==> config.mk <==
export PLATFORM = sky130hd
export DESIGN_NAME = mult_accum_flat
export DESIGN_NICKNAME = d
export VERILOG_FILES = /design/src/rtl/mult_accum_if.sv /design/src/rtl/mult_accum.sv /design/src/flat_wrapper.sv
export SDC_FILE = /design/constraint.sdc
export NUM_CORES = 1
export LEC_CHECK = 0
export CAP_MARGIN = 20
export CORE_UTILIZATION = 50
export CTS_CLUSTER_SIZE = 16
export DETAILED_ROUTE_END_ITERATION = 10
export PLACE_DENSITY_LB_ADDON = 0.15
export SYNTH_ARGS = -nofsm -noshare
export SYNTH_HDL_FRONTEND = slang
export SYNTH_SLANG_ARGS = --single-unit
==> constraint.sdc <==
create_clock -name clk -period 5.4 [get_ports clk]
set_clock_uncertainty 0.2 [all_clocks]
set_input_delay 1.08 -clock clk [delete_from_list [all_inputs] [get_ports clk]]
set_output_delay 1.08 -clock clk [all_outputs]
set_load 0.02 [all_outputs]
==> src/rtl/mult_accum_if.sv <==
// Product-in / batch-sum-out bundle for the multiply-accumulate block.
// The master drives the product side and the downstream accept.
interface mult_accum_if #(
    parameter int WIDTH = 32
) ();
    localparam int ACCW = 2 * WIDTH + 8;

    logic signed [2*WIDTH-1:0] p;
    logic                      rdy;
    logic                      acc_clr;
    logic                      out_ready;
    logic signed [ACCW-1:0]    out_data;
    logic                      out_valid;
    logic                      ovf;
    logic                      busy;

    modport master (
        output p, rdy, acc_clr, out_ready,
        input  out_data, out_valid, ovf, busy
    );

    modport slave (
        input  p, rdy, acc_clr, out_ready,
        output out_data, out_valid, ovf, busy
    );
endinterface

==> src/rtl/mult_accum.sv <==
// Sums ACC_N multiplier products per batch, with a one-deep output buffer
// so the next batch accumulates while the previous sum waits downstream.
module mult_accum #(
    parameter int WIDTH = 32,
    parameter int ACC_N = 4
) (
    input logic         clk,
    input logic         reset,
    mult_accum_if.slave bus
);
    localparam int ACCW = 2 * WIDTH + 8;
    localparam int CW   = $clog2(ACC_N + 1);
    localparam logic [CW-1:0] LAST = CW'(ACC_N - 1);

    logic                   rdy_q, rdy_d;
    logic signed [ACCW-1:0] acc_q, acc_d;
    logic [CW-1:0]          cnt_q, cnt_d;
    logic signed [ACCW-1:0] out_data_q, out_data_d;
    logic                   out_valid_q, out_valid_d;
    logic                   ovf_q, ovf_d;

    logic                   ev;
    logic                   done;
    logic signed [ACCW-1:0] sum;

    always_comb begin
        ev          = bus.rdy & ~rdy_q;
        sum         = acc_q + {{(ACCW-2*WIDTH){bus.p[2*WIDTH-1]}}, bus.p};
        done        = ev & ~bus.acc_clr & (cnt_q == LAST);
        rdy_d       = bus.rdy;
        acc_d       = acc_q;
        cnt_d       = cnt_q;
        out_data_d  = out_data_q;
        out_valid_d = out_valid_q & ~bus.out_ready;
        ovf_d       = ovf_q;

        if (bus.acc_clr) begin
            acc_d = '0;
            cnt_d = '0;
        end else if (ev) begin
            if (cnt_q == LAST) begin
                acc_d = '0;
                cnt_d = '0;
            end else begin
                acc_d = sum;
                cnt_d = cnt_q + 1'b1;
            end
        end

        // A full buffer that is not draining this edge drops the new sum.
        if (done) begin
            if (!out_valid_q || bus.out_ready) begin
                out_data_d  = sum;
                out_valid_d = 1'b1;
            end else begin
                ovf_d = 1'b1;
            end
        end
    end

    always_ff @(posedge clk or posedge reset) begin
        if (reset) begin
            rdy_q       <= 1'b0;
            acc_q       <= '0;
            cnt_q       <= '0;
            out_data_q  <= '0;
            out_valid_q <= 1'b0;
            ovf_q       <= 1'b0;
        end else begin
            rdy_q       <= rdy_d;
            acc_q       <= acc_d;
            cnt_q       <= cnt_d;
            out_data_q  <= out_data_d;
            out_valid_q <= out_valid_d;
            ovf_q       <= ovf_d;
        end
    end

    assign bus.out_data  = out_data_q;
    assign bus.out_valid = out_valid_q;
    assign bus.ovf       = ovf_q;
    assign bus.busy      = (cnt_q != '0);
endmodule

==> src/flat_wrapper.sv <==
// flat-port wrapper written by rule: the top's interface ports become plain ports
module mult_accum_flat 
#(
    parameter int WIDTH = 32,
    parameter int ACC_N = 4
)
  (clk, reset, bus_p, bus_rdy, bus_acc_clr, bus_out_ready, bus_out_data, bus_out_valid, bus_ovf, bus_busy);
  mult_accum_if #(.WIDTH(WIDTH)) bus_i ();
  input logic clk;
  input logic reset;
  input wire logic [$bits(bus_i.p)-1:0] bus_p;
  input wire logic [$bits(bus_i.rdy)-1:0] bus_rdy;
  input wire logic [$bits(bus_i.acc_clr)-1:0] bus_acc_clr;
  input wire logic [$bits(bus_i.out_ready)-1:0] bus_out_ready;
  output wire logic [$bits(bus_i.out_data)-1:0] bus_out_data;
  output wire logic [$bits(bus_i.out_valid)-1:0] bus_out_valid;
  output wire logic [$bits(bus_i.ovf)-1:0] bus_ovf;
  output wire logic [$bits(bus_i.busy)-1:0] bus_busy;
  assign bus_i.p = bus_p;
  assign bus_i.rdy = bus_rdy;
  assign bus_i.acc_clr = bus_acc_clr;
  assign bus_i.out_ready = bus_out_ready;
  assign bus_out_data = bus_i.out_data;
  assign bus_out_valid = bus_i.out_valid;
  assign bus_ovf = bus_i.ovf;
  assign bus_busy = bus_i.busy;
  mult_accum #(.WIDTH(WIDTH), .ACC_N(ACC_N)) u_core (.clk(clk), .reset(reset), .bus(bus_i));
endmodule
=== After elaboration in Yosys (flattened, before gate mapping) ===
Index checks and enable logic that the tools add are counted.

* Equality and inequality tests: 1
* Reductions and logical operators: 6
* Bitwise gates (word level): 8
* Mux-type cells: 8
* Add/subtract/negate cells: 2

{| class="wikitable"
|+ Operator list
! operator !! number
|-
| $mux W72 || 3
|-
| $add A72 B72 Y72 || 1
|-
| $mux W3 || 3
|-
| $and A1 B1 Y1 || 4
|-
| $not A1 Y1 || 4
|-
| $reduce_and A2 Y1 || 2
|-
| $add A3 B1 Y3 const B || 1
|-
| $eq A3 B2 Y1 const B || 1
|-
| $reduce_bool A3 Y1 || 1
|-
| $mux W1 || 2
|-
| $reduce_bool A2 Y1 || 1
|-
| $logic_not A1 Y1 || 1
|-
| $logic_or A1 B1 Y1 || 1
|}

* Logic and storage cells: 31
* Register bits after elaboration: 150
* Output and inout bits: 75
* Input bits: 69

=== Logic depth before layout (Yosys ltp) ===
Gate-level depths: netlist of the first run.

* Depth after elaboration: 5
* Mapped depth: 13

=== Least setup slack after synthesis of the first run ===
No wires, ideal clock.

* Path kind: in2reg
* Start: input bus_p[0]
* End: register u_core.out_data_q[40] (netlist: u_core.bus.out_data[40])
* Cell stages on the path: 13
* Arrival time: 3.830 ns
* Setup slack: 1.245 ns
* Path buffers: 0
* Path through: ha_1 inv_1 fa_1 nor2b_1 o2111ai_1 nand2_1 a211oi_2 a2111oi_0 nor2_1 o41ai_1 a211oi_1 xnor2_1 mux2_2

* Word-level cells in the longest chain between the ends: 1

{| class="wikitable"
|+ RTL lines
! what !! line !! text
|-
| start, declared || flat_wrapper.sv:11 || <nowiki>input wire logic [$bits(bus_i.p)-1:0] bus_p;</nowiki>
|-
| $add A72 B72 Y72 || mult_accum.sv:28 || <nowiki>sum = acc_q + {{(ACCW-2*WIDTH){bus.p[2*WIDTH-1]}}, bus.p};</nowiki>
|-
| end signal, assigned || mult_accum.sv:73 || <nowiki>out_data_q <= out_data_d;</nowiki>
|-
| end, declared || mult_accum.sv:18 || <nowiki>logic signed [ACCW-1:0] out_data_q, out_data_d;</nowiki>
|}

No other way between the ends.
A chain may end at the register's enable or synchronous reset.

=== Final worst setup path of the first run ===
* Start: input bus_p[0]
* End: register u_core.out_data_q[70] (netlist: u_core.bus.out_data[70])

The elaborated chain is that of the path after synthesis.

==> results of run 1 <==
stage by stage:
| step | util | total power [W] |
|---|---|---|
| after CTS | 0.635 | 0.00331 |
| after global routing | 0.635 | 0.00345 |
| after global placement | 0.603 | 0.00206 |
| after floorplan | - | 0.00181 |
| final | 0.635 | 0.00330 |
| after detailed placement | 0.603 | 0.00207 |
worst max path at each step:
stage                   from                             endpoint  slack, ps  cells past startpoint
global route        bus_p[0]  u_core.bus.out_data[70]$_DFFE_PP0P_        600                     14
floorplan              reset          u_core.acc_q[0]$_DFFE_PP0P_         80                      1
CTS                 bus_p[0]  u_core.bus.out_data[70]$_DFFE_PP0P_        830                     14
finish              bus_p[0]  u_core.bus.out_data[70]$_DFFE_PP0P_        800                     14
global placement    bus_p[0]  u_core.bus.out_data[70]$_DFFE_PP0P_        470                     14
detailed placement  bus_p[0]  u_core.bus.out_data[70]$_DFFE_PP0P_        400                     14
tightest hold or removal path: stages, from the launching register on:
cell     delay [ps]
dfrtp_1         340
nand2_1          50
nand2_1          50
logic make-up (layout without fill, tap and decap cells):
family,count (synthesis),in the layout
compound gates,347,347
simple gates,273,273
flops,150,150
buf+inv,76,210
fa+ha+maj,74,74
xor+xnor,68,68
mux,43,43
registers in the layout, indices dropped and copies added (netlist names):
signal	count
u_core.acc_q	72
u_core.bus.out_data	72
u_core.cnt_q	3
u_core.bus.out_valid	1
u_core.bus.ovf	1
u_core.rdy_q	1
area by class of cell:
class	count	area, um^2	area share
clock inverter	11	150	0.0125
sequential	150	3750	0.313
clock buffer	20	457	0.0381
inverter	27	106	0.00887
timing repair buffer	152	1500	0.125
multi-input combinational	805	5710	0.476
tap	260	325	0.0271
per-layer routing:
layer  vias up  GRT usage  share of wire
met5         -          0              0
li1       4036          -              -
met1      4045      0.398           0.49
met4         0     0.0855          0.020
met2       285      0.397           0.43
met3        43     0.0368          0.060
cells in the final DEF (no fill, tap or decap), drive strengths merged, types with 17 or more instances in the layout:
| master | count |
|---|---|
| xnor2 | 39 |
| nor2 | 45 |
| nor3 | 17 |
| nand2 | 142 |
| o21ai | 58 |
| dfrtp | 150 |
| inv | 28 |
| a21o | 38 |
| a21oi | 89 |
| clkbuf | 20 |
| nand4 | 22 |
| mux2 | 43 |
| ha | 73 |
| xor2 | 29 |
| a22o | 63 |
| clkdlybuf4s50 | 143 |
power by group:
group / total [W] / internal [W] / switching (W) / leakage (nW)
Clock: 0.00123 / 0.000750 / 0.000485 / 0.281
Sequential: 0.00122 / 0.00119 / 0.0000384 / 2.06
Combinational: 0.000840 / 0.000342 / 0.000498 / 3.35
==> impl_metrics.py, run 1 <==
metrics = {
    "cells_and_area": {
        "n_antenna_cell": 0,
        "area_growth_pct": 23.2,
        "finalNonFillerCells": 1425,
        "finalNetCount": 1296,
        "layout-drive-gt1-share": 0.0884,
        "final_area_um2": 12000,
        "fill_cells": 1605,
    },
    "critical_path": {
        "required_ps": 5510,
        "cp_slowest_cell": "clkdlybuf4s50_1",
        "cp-end-kind": "register",
        "critical_path_arrival_ps": 4720,
        "r2r-end": "u_core.bus.out_data[68]$_DFFE_PP0P_",
        "path_cells": "clkdlybuf4s50_1, ha_1, inv_1, fa_1, nor2b_1, o2111ai_1, a2111oi_2, o31ai_1, a31oi_4, a31oi_4, o41ai_4, a221oi_2, xnor2_1, mux2_2",
        "path_buf_inv": 2,
        "crit_top_cell": "a31oi_4",
        "worst-r2r-setup-slack_ps": 1500,
        "rr_startpoint": "u_core.acc_q[0]$_DFFE_PP0P_",
        "cp_top_family": "compound AO/OA/AOI/OAI gates",
        "crit_type": "in2reg",
        "crit_fanout": 4,
        "rr_worst_depth": 14,
        "critPathLaunchType": "input pin",
        "cpPeakStageDelay_ps": 470,
    },
    "timing": {
        "fin_setup_tns_ps": 0,
        "rsz0062_at_grt": "no",
        "timing.final.crit_share": 0.853,
        "fin_crit_ps": 4600,
        "max_freq_ghz": 0.217,
        "tightest_slew_ps": 867,
        "slew_headroom": 0.422,
        "setup_ws_ps": 795,
        "setup_violations": 0,
        "whs_ps": 270,
        "hold_viol_final": 0,
        "slew_violations": 0,
    },
    "floorplan": {
        "die-area_um2": 20000,
        "io_pins": 144,
        "die_h_um": 142,
        "std_cell_rows": 50,
        "initial_utilization": 0.515,
        "die_w_um": 142,
        "core_um2": 18900,
    },
    "cts": {
        "path_clk_slew_ps": 60,
        "cts_resized": 0,
        "cts_setup_buffers": 0,
        "cts-root-buf": "clkbuf_16",
        "tritoncts": "yes",
        "cts.htree.levels": 4,
        "clk_latency_ps": 430,
        "cts_num_sinks": 150,
        "cts_buffers": 17,
        "ctsHoldBuffers": 0,
        "clk_path_buf_depth": 2,
    },
    "logic_synthesis": {
        "yosysTopAreaCell": "dfrtp_1",
        "synth.net_count": 1174,
        "ys_seq_area_frac": 0.386,
        "netlist-cell-type-count": 66,
        "synth_flop_cell": "dfrtp_1",
        "yosysMostFrequentCell": "dfrtp_1",
        "ys_top_cells_by_area": "dfrtp_1, ha_1, a22o_1",
        "synth_area_per_cell_um2": 9.44,
        "yosysTopAreaCellShare": 0.386,
        "synth_warnings": 0,
        "yosys.area_share.simple": 0.127,
        "synth_area_um2": 9730,
        "synth_async_sr_flop_share": 1.00,
        "synth_mux_area_frac": 0.0497,
        "synthXorXnorAreaFrac": 0.0612,
        "yosys.area_share.adder": 0.0959,
        "syn_inst": 1031,
        "synth_commonest_cells": "dfrtp_1, nand2_1, a21oi_1, ha_1, a22o_1",
        "synth_top_family_by_area": "compound AO/OA/AOI/OAI gates",
        "synth-edff-count": 0,
        "synth-compound-area-share": 0.251,
        "synth_seq_cells": 150,
    },
    "routing": {
        "routedWlPerCell_um": 18.1,
        "route.detailed.drc": 0,
        "via_count": 8409,
        "viasPerCell": 5.90,
        "drtIter0Drc": 632,
        "drt_first_pass_iters": 5,
        "ant_nets": 0,
        "drt-total-wl_mm": 25.8,
    },
    "min_path": {
        "min_to": "u_core.bus.out_data[54]$_DFFE_PP0P_",
        "hold_depth": 2,
        "min_path_type": "reg2reg",
        "hold_start": "u_core.bus.out_data[54]$_DFFE_PP0P_",
    },
    "placed_design": {
        "dpl_worst_slack_ps": 397,
        "dpl_cell_area_um2": 11400,
        "gp_congestion": 0.972,
        "io_buffer_count": 143,
        "dp_hpwl_mm": 18.7,
        "dp_cells": 1394,
    },
    "global_routing": {
        "antenna_found_initial": 0,
        "grt_use_total": 0.266,
        "grt_pass1_wl_mm": 41.8,
        "globalRouteOverflowTotal": 0,
        "grt_max_degree": 93,
        "grt_pass1_vias": 8146,
    },
    "power_and_ir_drop": {
        "peakVddDrop_v": 0.000230,
        "cellLeakagePower_nw": 5.69,
        "power_density_nw_per_um2": 275,
    },
    "flow_run": {
        "cap_viol_max_count": 0,
    },
    "run_status": {
        "run_status": "finished clean",
    },
}
Power figures use the tool's default switching activity.
==> run 2: changes to the inputs <==
- CAP_MARGIN: 20 -> unset
- CORE_UTILIZATION: 50 -> 60
- GPL_TIMING_DRIVEN: unset -> 0
- clock period: 5.4 -> 5.75 ns (I/O delays scaled with it)
==> run 2 against run 1 <==
  * Routed wire length rose by 2.1%
  * Flip-flop and latch count did not move
  * Via count rose by 2.5%
  * Critical path type unchanged
  * Largest cell class unchanged
  * Highest routed layer unchanged
==> impl_metrics.py, run 2 (synthesis gave the netlist of run 1 again) <==
metrics = {
    "min_path": {
        "min_to": "u_core.bus.out_data[66]$_DFFE_PP0P_",
        "hold_start": "u_core.bus.out_data[66]$_DFFE_PP0P_",
        "min_path_type": "reg2reg",
        "hold_depth": 2,
    },
    "cells_and_area": {
        "final_area_um2": 12100,
        "mostFrequentLayoutCell": "dfrtp_1",
        "n_antenna_cell": 0,
        "finalNetCount": 1338,
        "finalNonFillerCells": 1424,
        "layout_common_cells": "dfrtp_1, clkdlybuf4s50_1, nand2_1, a21oi_1, ha_1",
        "layout-drive-gt1-share": 0.0811,
        "area_growth_pct": 24.1,
    },
    "timing": {
        "slew_headroom": 0.169,
        "max_freq_ghz": 0.185,
        "rsz0062_at_grt": "no",
        "timing.final.crit_share": 0.942,
        "setup_violations": 0,
        "slew_violations": 0,
        "hold_viol_final": 0,
        "fin_crit_ps": 5420,
        "tightest_slew_ps": 1240,
    },
    "power_and_ir_drop": {
        "pwr-share-clk": 0.372,
        "p_int_w": 0.00210,
        "p_sw_w": 0.000989,
        "combinationalPowerShare": 0.256,
        "peakVddDrop_v": 0.000226,
        "cellLeakagePower_nw": 5.74,
        "swShare": 0.320,
        "seq_power_share": 0.372,
        "power_density_nw_per_um2": 256,
    },
    "routing": {
        "via_count": 8621,
        "drtIter0Drc": 869,
        "route.detailed.drc": 0,
        "ant_nets": 0,
        "routedWlPerCell_um": 18.5,
        "viasPerCell": 6.05,
        "drt_first_pass_iters": 5,
        "drt-total-wl_mm": 26.4,
    },
    "cts": {
        "cts_buffers": 17,
        "ctsHoldBuffers": 0,
        "clk_latency_ps": 440,
        "cts_num_sinks": 150,
        "path_clk_slew_ps": 60,
        "cts-root-buf": "clkbuf_16",
        "tritoncts": "yes",
        "clk_path_buf_depth": 2,
        "cts_resized": 0,
        "cts_setup_buffers": 0,
        "cts.htree.levels": 4,
    },
    "floorplan": {
        "die-area_um2": 16700,
        "io_pins": 144,
        "die_h_um": 129,
        "core_um2": 15900,
        "die_w_um": 129,
        "initial_utilization": 0.613,
        "std_cell_rows": 46,
    },
    "global_routing": {
        "grt_pass1_vias": 8245,
        "antenna_found_initial": 0,
        "grt_pass1_wl_mm": 41.7,
        "grt_use_total": 0.324,
        "globalRouteOverflowTotal": 0,
        "grt_max_degree": 88,
    },
    "critical_path": {
        "required_ps": 5860,
        "cp-end-kind": "register",
        "critical_path_arrival_ps": 5530,
        "r2r-end": "u_core.bus.out_data[40]$_DFFE_PP0P_",
        "worst-r2r-setup-slack_ps": 1210,
        "crit_type": "in2reg",
        "crit_fanout": 3,
        "rr_worst_depth": 13,
        "critPathLaunchType": "input pin",
        "rr_startpoint": "u_core.acc_q[0]$_DFFE_PP0P_",
    },
    "run_status": {
        "run_status": "finished clean",
    },
    "placed_design": {
        "gp_congestion": 0.947,
        "dpl_cell_area_um2": 11500,
        "io_buffer_count": 143,
        "dp_cells": 1392,
        "dp_hpwl_mm": 19.4,
    },
    "flow_run": {
        "cap_viol_max_count": 0,
    },
}
-- run 2: cell types whose count changed in the layout (fill, tap and decap cells not counted), sizes merged --
| cell | delta |
|---|---|
| clkinvlp | -1 |
| bufinv | -1 |
| buf | -1 |
| clkinv | -1 |
| clkbuf | +43 |
| inv | +4 |
-- run 2: worst max path at each step --
| stage | start | end | slack, ps | cells past startpoint |
|---|---|---|---|---|
| after CTS | bus_p[0] | u_core.bus.out_data[40]$_DFFE_PP0P_ | 590 | 14 |
| after global placement | reset | u_core.bus.out_data[39]$_DFFE_PP0P_ | -1600 | 2 |
| after floorplan | reset | u_core.acc_q[0]$_DFFE_PP0P_ | 360 | 1 |
| final | bus_p[0] | u_core.bus.out_data[40]$_DFFE_PP0P_ | 330 | 14 |
| after global routing | bus_p[0] | u_core.bus.out_data[40]$_DFFE_PP0P_ | 270 | 14 |
| after detailed placement | bus_p[0] | u_core.bus.out_data[40]$_DFFE_PP0P_ | 190 | 14 |
-- run 2: layer usage --
| layer | GRT usage | part of all wire | routed length, um |
|---|---|---|---|
| met3 | 0.0669 | 0.077 | 2040 |
| met1 | 0.445 | 0.45 | 12000 |
| met4 | 0.104 | 0.020 | 536 |
| met2 | 0.513 | 0.45 | 11800 |
| met5 | 0 | 0 | 0 |
-- run 2: power by group through the flow --
stage	Sequential [W]	Clock (W)	Combinational, W
after floorplan	0.00118	0	0.000518
after global placement	0.00117	0	0.000754
after detailed placement	0.00117	0	0.000770
after CTS	0.00115	0.00115	0.000780
after global routing	0.00116	0.00119	0.000865
final	0.00115	0.00115	0.000792
-- run 2: layout make-up --
| type | instances | area [um^2] |
|---|---|---|
| flip-flops and latches | 150 | 3750 |
| repair buffers | 145 | 1470 |
| clock inverters | 12 | 141 |
| inverters | 27 | 106 |
| plain buffers | 49 | 188 |
| well taps | 216 | 270 |
| clock buffers | 20 | 457 |
| multi-input cells | 805 | 5700 |
| fillers | 1191 | 3800 |
-- run 2: critical path: stages --
cell	delay (ps)
clkdlybuf4s50_1	500
ha_1	210
inv_1	70
fa_1	410
nor2b_1	170
o2111ai_1	200
nand2_1	200
a211oi_2	140
a2111oi_0	1010
nor2_1	220
o41ai_1	550
a211oi_1	200
xnor2_1	190
mux2_2	300
-- run 2: metrics by stage --
stage | util | total power, W | setup WS (ps) | hold slack, ps | setup TNS [ps]
5_1_grt | 0.761 | 0.00322 | 265 | 308 | 0
2_1_floorplan | - | 0.00170 | 364 | 253 | 0
4_1_cts | 0.761 | 0.00309 | 593 | 277 | 0
3_3_place_gp | 0.720 | 0.00192 | -1600 | 259 | -237760
6_report | 0.761 | 0.00309 | 334 | 272 | 0
3_5_place_dp | 0.723 | 0.00194 | 193 | 263 | 0
